<file path="src/rtl/flag_unit_pkg.sv">
// Shared definitions for the condition-code path: branch condition codes,
// flag bit positions inside the {V,N,Z} vector, reset default and the ALU
// write-mask decode.
package flag_unit_pkg;

  // Branch condition codes (3-bit field of the branch instruction)
  localparam logic [2:0] COND_NEQ  = 3'b000;
  localparam logic [2:0] COND_EQ   = 3'b001;
  localparam logic [2:0] COND_GT   = 3'b010;
  localparam logic [2:0] COND_LT   = 3'b011;
  localparam logic [2:0] COND_GTE  = 3'b100;
  localparam logic [2:0] COND_LTE  = 3'b101;
  localparam logic [2:0] COND_OVFL = 3'b110;
  localparam logic [2:0] COND_UNC  = 3'b111;

  // Bit positions inside the packed {V,N,Z} flag vector
  localparam int FLAG_V = 2;
  localparam int FLAG_N = 1;
  localparam int FLAG_Z = 0;

  // Default architectural flag value out of reset
  localparam logic [2:0] RST_FLAGS_DEF = 3'b000;

  // ADD and SUB (ctrl 000x) are the only ALU ops whose V and N results are
  // meaningful; every other op only produces a valid Z.
  function automatic logic is_arith(input logic [3:0] ctrl);
    return (ctrl[3:2] == 2'b00) && (ctrl[1] == 1'b0);
  endfunction

endpackage

</file>
<file path="src/rtl/flag_unit_cond_eval.sv">
// Purely combinational branch-condition evaluator. Kept as its own module so
// the decode-stage hazard logic can reuse the exact same decode.
module branch_cond_eval
  import flag_unit_pkg::*;
(
  output logic       taken,
  input  logic [2:0] cond,
  input  logic       v,
  input  logic       n,
  input  logic       z
);

  // Map the condition code onto the supplied flags
  always_comb begin
    // NOTE: a default assignment before the case keeps every path driven,
    // so no latch can be inferred even if the case is later edited.
    taken = 1'b0;
    case (cond)
      COND_NEQ:  taken = ~z;
      COND_EQ:   taken = z;
      COND_GT:   taken = ~z & ~n;
      COND_LT:   taken = n;
      COND_GTE:  taken = z | ~n;
      COND_LTE:  taken = n | z;
      COND_OVFL: taken = v;
      COND_UNC:  taken = 1'b1;
      default:   taken = 1'b0;
    endcase
  end

endmodule

</file>
<file path="src/rtl/flag_unit.sv">
// Condition-code consumer between EX and the PC-select path. Holds the
// architectural V/N/Z flags, writes them under a per-opcode mask, resolves
// branches against the bypassed (next-edge) flags and registers the result
// as a one-cycle br_done pulse with br_taken.
module flag_unit
  import flag_unit_pkg::*;
#(
  parameter int         COND_W    = 3,
  parameter logic [2:0] RST_FLAGS = RST_FLAGS_DEF
) (
  input  logic              clk,
  input  logic              rst_n,
  input  logic              ex_valid,
  input  logic              ex_set_flags,
  input  logic [3:0]        ex_alu_ctrl,
  input  logic              alu_v,
  input  logic              alu_n,
  input  logic              alu_z,
  input  logic              br_valid,
  input  logic [COND_W-1:0] br_cond,
  input  logic              stall,
  input  logic              flush,
  output logic              flag_v,
  output logic              flag_n,
  output logic              flag_z,
  output logic              br_done,
  output logic              br_taken
);

  logic [2:0] flags_q, flags_d;
  logic       br_done_q, br_done_d;
  logic       br_taken_q, br_taken_d;
  logic       wr;
  logic       taken_byp;

  // A flag write needs a real flag-setting instruction that is neither
  // frozen by a stall nor squashed by a flush.
  assign wr = ex_valid & ex_set_flags & ~stall & ~flush;

  // Masked next-state of the flags; this is also the bypass value
  always_comb begin
    flags_d = flags_q;
    if (wr) begin
      flags_d[FLAG_Z] = alu_z;
      if (is_arith(ex_alu_ctrl)) begin
        flags_d[FLAG_V] = alu_v;
        flags_d[FLAG_N] = alu_n;
      end
    end
  end

  // Evaluate the branch against the flags as they will be after this edge,
  // so a branch right behind a flag-setter needs no bubble.
  branch_cond_eval u_cond_eval (
    .taken (taken_byp),
    .cond  (br_cond[2:0]),
    .v     (flags_d[FLAG_V]),
    .n     (flags_d[FLAG_N]),
    .z     (flags_d[FLAG_Z])
  );

  // Branch result capture: flush kills it, stall freezes it
  always_comb begin
    br_done_d  = br_done_q;
    br_taken_d = br_taken_q;
    if (flush) begin
      br_done_d = 1'b0;
    end else if (!stall) begin
      br_done_d  = br_valid;
      br_taken_d = br_valid & taken_byp;
    end
  end

  // State registers with asynchronous reset
  always_ff @(posedge clk or negedge rst_n) begin
    if (!rst_n) begin
      flags_q    <= RST_FLAGS;
      br_done_q  <= 1'b0;
      br_taken_q <= 1'b0;
    end else begin
      // NOTE: non-blocking assignments so every register samples the
      // pre-edge values regardless of statement order.
      flags_q    <= flags_d;
      br_done_q  <= br_done_d;
      br_taken_q <= br_taken_d;
    end
  end

  assign flag_v   = flags_q[FLAG_V];
  assign flag_n   = flags_q[FLAG_N];
  assign flag_z   = flags_q[FLAG_Z];
  assign br_done  = br_done_q;
  assign br_taken = br_taken_q;

endmodule
</file>
<file path="config.mk">
export PLATFORM = sky130hd
export DESIGN_NAME = flag_unit
export DESIGN_NICKNAME = d
export VERILOG_FILES = /design/src/rtl/flag_unit_pkg.sv /design/src/rtl/flag_unit_cond_eval.sv /design/src/rtl/flag_unit.sv
export SDC_FILE = /design/constraint.sdc
export NUM_CORES = 1
export LEC_CHECK = 0
export ABC_AREA = 1
export CORE_AREA = 2 2 39 41
export CTS_CLUSTER_DIAMETER = 100
export DETAILED_ROUTE_END_ITERATION = 10
export DIE_AREA = 0 0 41 43
export DONT_BUFFER_PORTS = 1
export HOLD_SLACK_MARGIN = 0.12
export PLACE_DENSITY_LB_ADDON = 0.3
export RECOVER_POWER = 50
export SYNTH_ARGS = -nofsm -noshare
export SYNTH_HDL_FRONTEND = slang
export SYNTH_HIERARCHICAL = 1
export SYNTH_SLANG_ARGS = --single-unit
</file>
<file path="constraint.sdc">
create_clock -name clk -period 2.8 [get_ports clk]
set_input_delay 0.56 -clock clk [delete_from_list [all_inputs] [get_ports clk]]
set_output_delay 0.56 -clock clk [all_outputs]
set_load 0.02 [all_outputs]
</file>
==> results by group <==
Die
  • Die Y: around 43 um
  • Core Box Area: between 1000 and 1500 um^2
  • Die area: around 1800 um^2
  • # rows: 14
  • DIE WIDTH: roughly 40 um
  • Ports: 22
  • Starting Density: 0.2315

Finish
  • Final nets: slightly below 70
  • ANT cells: 0
  • Fin area: 369.1 um^2
  • Commonest non-fill, non-tap cell in the layout: nand2_1
  • Most frequent cells in the layout: 19 x nand2_1, 5 x inv_1, 5 x dfrtp_1, 4 x nand3_1
  • Area delta synth->final: 15.23%
  • Layout cell share with drive strength beyond 1: 0.1961

Clock network
  • # clock sinks: 5
  • Post-CTS Repair Setup Buffers: 0
  • # hold bufs at CTS: 1
  • CTS tree: yes
  • Clock Latency Late Sink: ~0.24 ns
  • H-tree lvl count: 1
  • CTS Buf Count: 3
  • Root Driver: clkbuf_4
  • Clock buffer depth: 2
  • Clock transition at path regs: 0.04 ns
  • Post-CTS Resized: 0

STA
  • Fmax: 692.0 MHz
  • Final Setup Violations: 0
  • Post-route setup TNS: 0 ns
  • Fin crit period: between 1 and 1.5 ns
  • Rel. slew slack: 0.8439
  • Worst slew pin tran: between 0.2 and 0.25 ns
  • Slew Limit Fails: 0
  • RSZ-0062 raised after global routing: false
  • Final period util: 0.5161
  • Clock skew: 0.0003413 ns
  • Fin. Hold Viols: 0
  • Final WS setup: approximately 1.4 ns

Placement
  • DP HPWL: roughly 550 um
  • Post-Place Setup Slack: 1.158 ns
  • PortBufs: 0
  • Global placement routability congestion: between 0.6 and 0.7
  • Cell Area, Placed: between 300 and 400 um^2

Global routing
  • GR Util met1: 0.07120
  • Vias in the first global route: ~280
  • Gr busiest metal: met2
  • First-pass GRT wire length: approximately 940 um
  • Tot GR Track Use: 0.08149
  • Pin count of the biggest net entering global routing: 6
  • Grt ovf: 0
  • Routing usage on met2: 0.1188
  • GR Layer Usage met3: 0.03141
  • Initial antenna violation count: 0

Worst hold path
  • Min-delay worst type: primary input to flop

Setup path
  • Worst Path Buf+Inv: 2
  • Worst Setup End Kind: flop
  • Setup CP Type: primary input to flop
  • Crit-path most repeated cell: nand2_1
  • R2R setup slack: roughly 1.5 ns
  • CP delay by family, top: simple AND/OR/NAND/NOR gates
  • Critical path's slowest cell: nor2_4
  • Startpoint Class: primary input
  • Largest stage delay, worst path: ~0.15 ns
  • Worst path cell trace: inv_2, nand2_1, nor2_4, nand2_2, nand2_1, nand2_1, nor2_1, nand2_1, nand2_1, inv_1, nand3_2, nand2_1, o21ai_0
  • Crit-path max FO: 5
  • Worst path required time: 2.96 ns
  • Crit path DAT: between 1.5 and 2 ns

Synth
  • Number of synthesized register bits: 5
  • Top cells by area, synth: dfrtp_1 39%, nand2_1 21%, nand3_1 6.3%
  • Cell area after synthesis: between 300 and 400 um^2
  • Synth unique cells: 13
  • Gate Count Post-Synth: 46
  • Share of the synthesized area in the top cell type: 0.3906
  • Biggest area consumer among synthesized cells: dfrtp_1
  • Syn Area/Cell: 6.963 um^2
  • Seq/Total Area, Yosys: 0.3906
  • Post-Syn Nets: 63
  • Synth warnings: 6

Pwr
  • Psw: around 67 uW
  • Power Dens Cells: 582.9 nW/um^2
  • Maximum VDD drop: 0.1241 mV
  • Leakage dissipation: slightly above 0.2 nW
  • Seq pwr share: 0.463
  • Comb power frac: 0.155
  • Clock share of power: 0.382
  • Internal Power: between 100 and 150 uW
  • Switching share of power: 0.3096

Routing
  • Routed WL: 616 um
  • Vias per inst: 4.299
  • First-pass detailed-route iteration total: 2
  • Wire length per cell: just over 9 um
  • Antenna Violating Nets Remaining: 0
  • Initial detailed-routing violation count: 2
  • Post-route DRC: 0
  • DR vias: 288

Run status
  • Status: finished, final reports clean

Flow run
  • Max-cap viol count: 0
sequential cells by signal, summed over array words and instances, names as in the netlist:
register and count:
br_taken 1, flags_q 3, br_done 1
per-layer routing:
layer  up-vias  routed length [um]
met3         2                 112
met2        18                 272
met1       116                 215
met5         -                   0
li1        152                   -
met4         0                  15
power groups by stage:
stage          combinational (mW)  clock [mW]  sequential [mW]
2_1_floorplan              0.0286           0           0.0991
3_3_place_gp               0.0327           0            0.101
3_5_place_dp               0.0331           0            0.101
4_1_cts                    0.0357      0.0869            0.100
5_1_grt                    0.0401      0.0900            0.101
6_report                   0.0334      0.0822           0.0996
path summary, 6_finish.rpt:
check	start	endpoint	depth (start not counted)
max	flush	br_taken	13
min in group asynchronous	rst_n	flags_q[2]	1
min reg2reg	br_taken	br_taken	2
max in group asynchronous	rst_n	br_taken	1
min	br_valid	br_done	2
max reg2reg	flags_q[0]	br_taken	9
layout make-up:
cell class | count | area, um^2
Fill cell | 171 | 1015
Multi-Input combinational cell | 34 | 161.4
Sequential cell | 5 | 125.1
Clock buffer | 4 | 26.28
Inverter | 7 | 26.28
Tap cell | 16 | 20.02
Timing Repair Buffer | 1 | 10.01
Yosys cell counts:
cell,n
dfrtp_1,5
inv_1,5
inv_2,2
nand2_1,18
nand2_2,2
nand2_4,1
nand3_1,4
nand3_2,1
nand3b_1,1
nor2_1,2
nor2_2,1
nor2_4,1
o21ai_0,3
metrics by stage:
| step | util | std cells | hold slack (ns) | total power [mW] |
|---|---|---|---|---|
| 3_3_place_gp | 0.2459 | 62 | 0.2645 | 0.1334 |
| 5_1_grt | 0.2667 | 67 | 0.4393 | 0.2312 |
| 2_1_floorplan | - | 46 | 0.2644 | 0.1278 |
| 4_1_cts | 0.2722 | 67 | 0.4285 | 0.2226 |
| 3_5_place_dp | 0.2459 | 62 | 0.2646 | 0.1341 |
| 6_report | 0.2667 | 67 | 0.4373 | 0.2151 |
kinds of logic (layout without fill, tap and decap cells):
| logic type | Yosys count | count (layout) | synth area share |
|---|---|---|---|
| simple gates | 31 | 31 | 0.4805 |
| flops | 5 | 5 | 0.3906 |
| compound gates | 3 | 3 | 0.04686 |
| buf+inv | 7 | 12 | 0.08205 |
(Power assumes the default switching activity.)
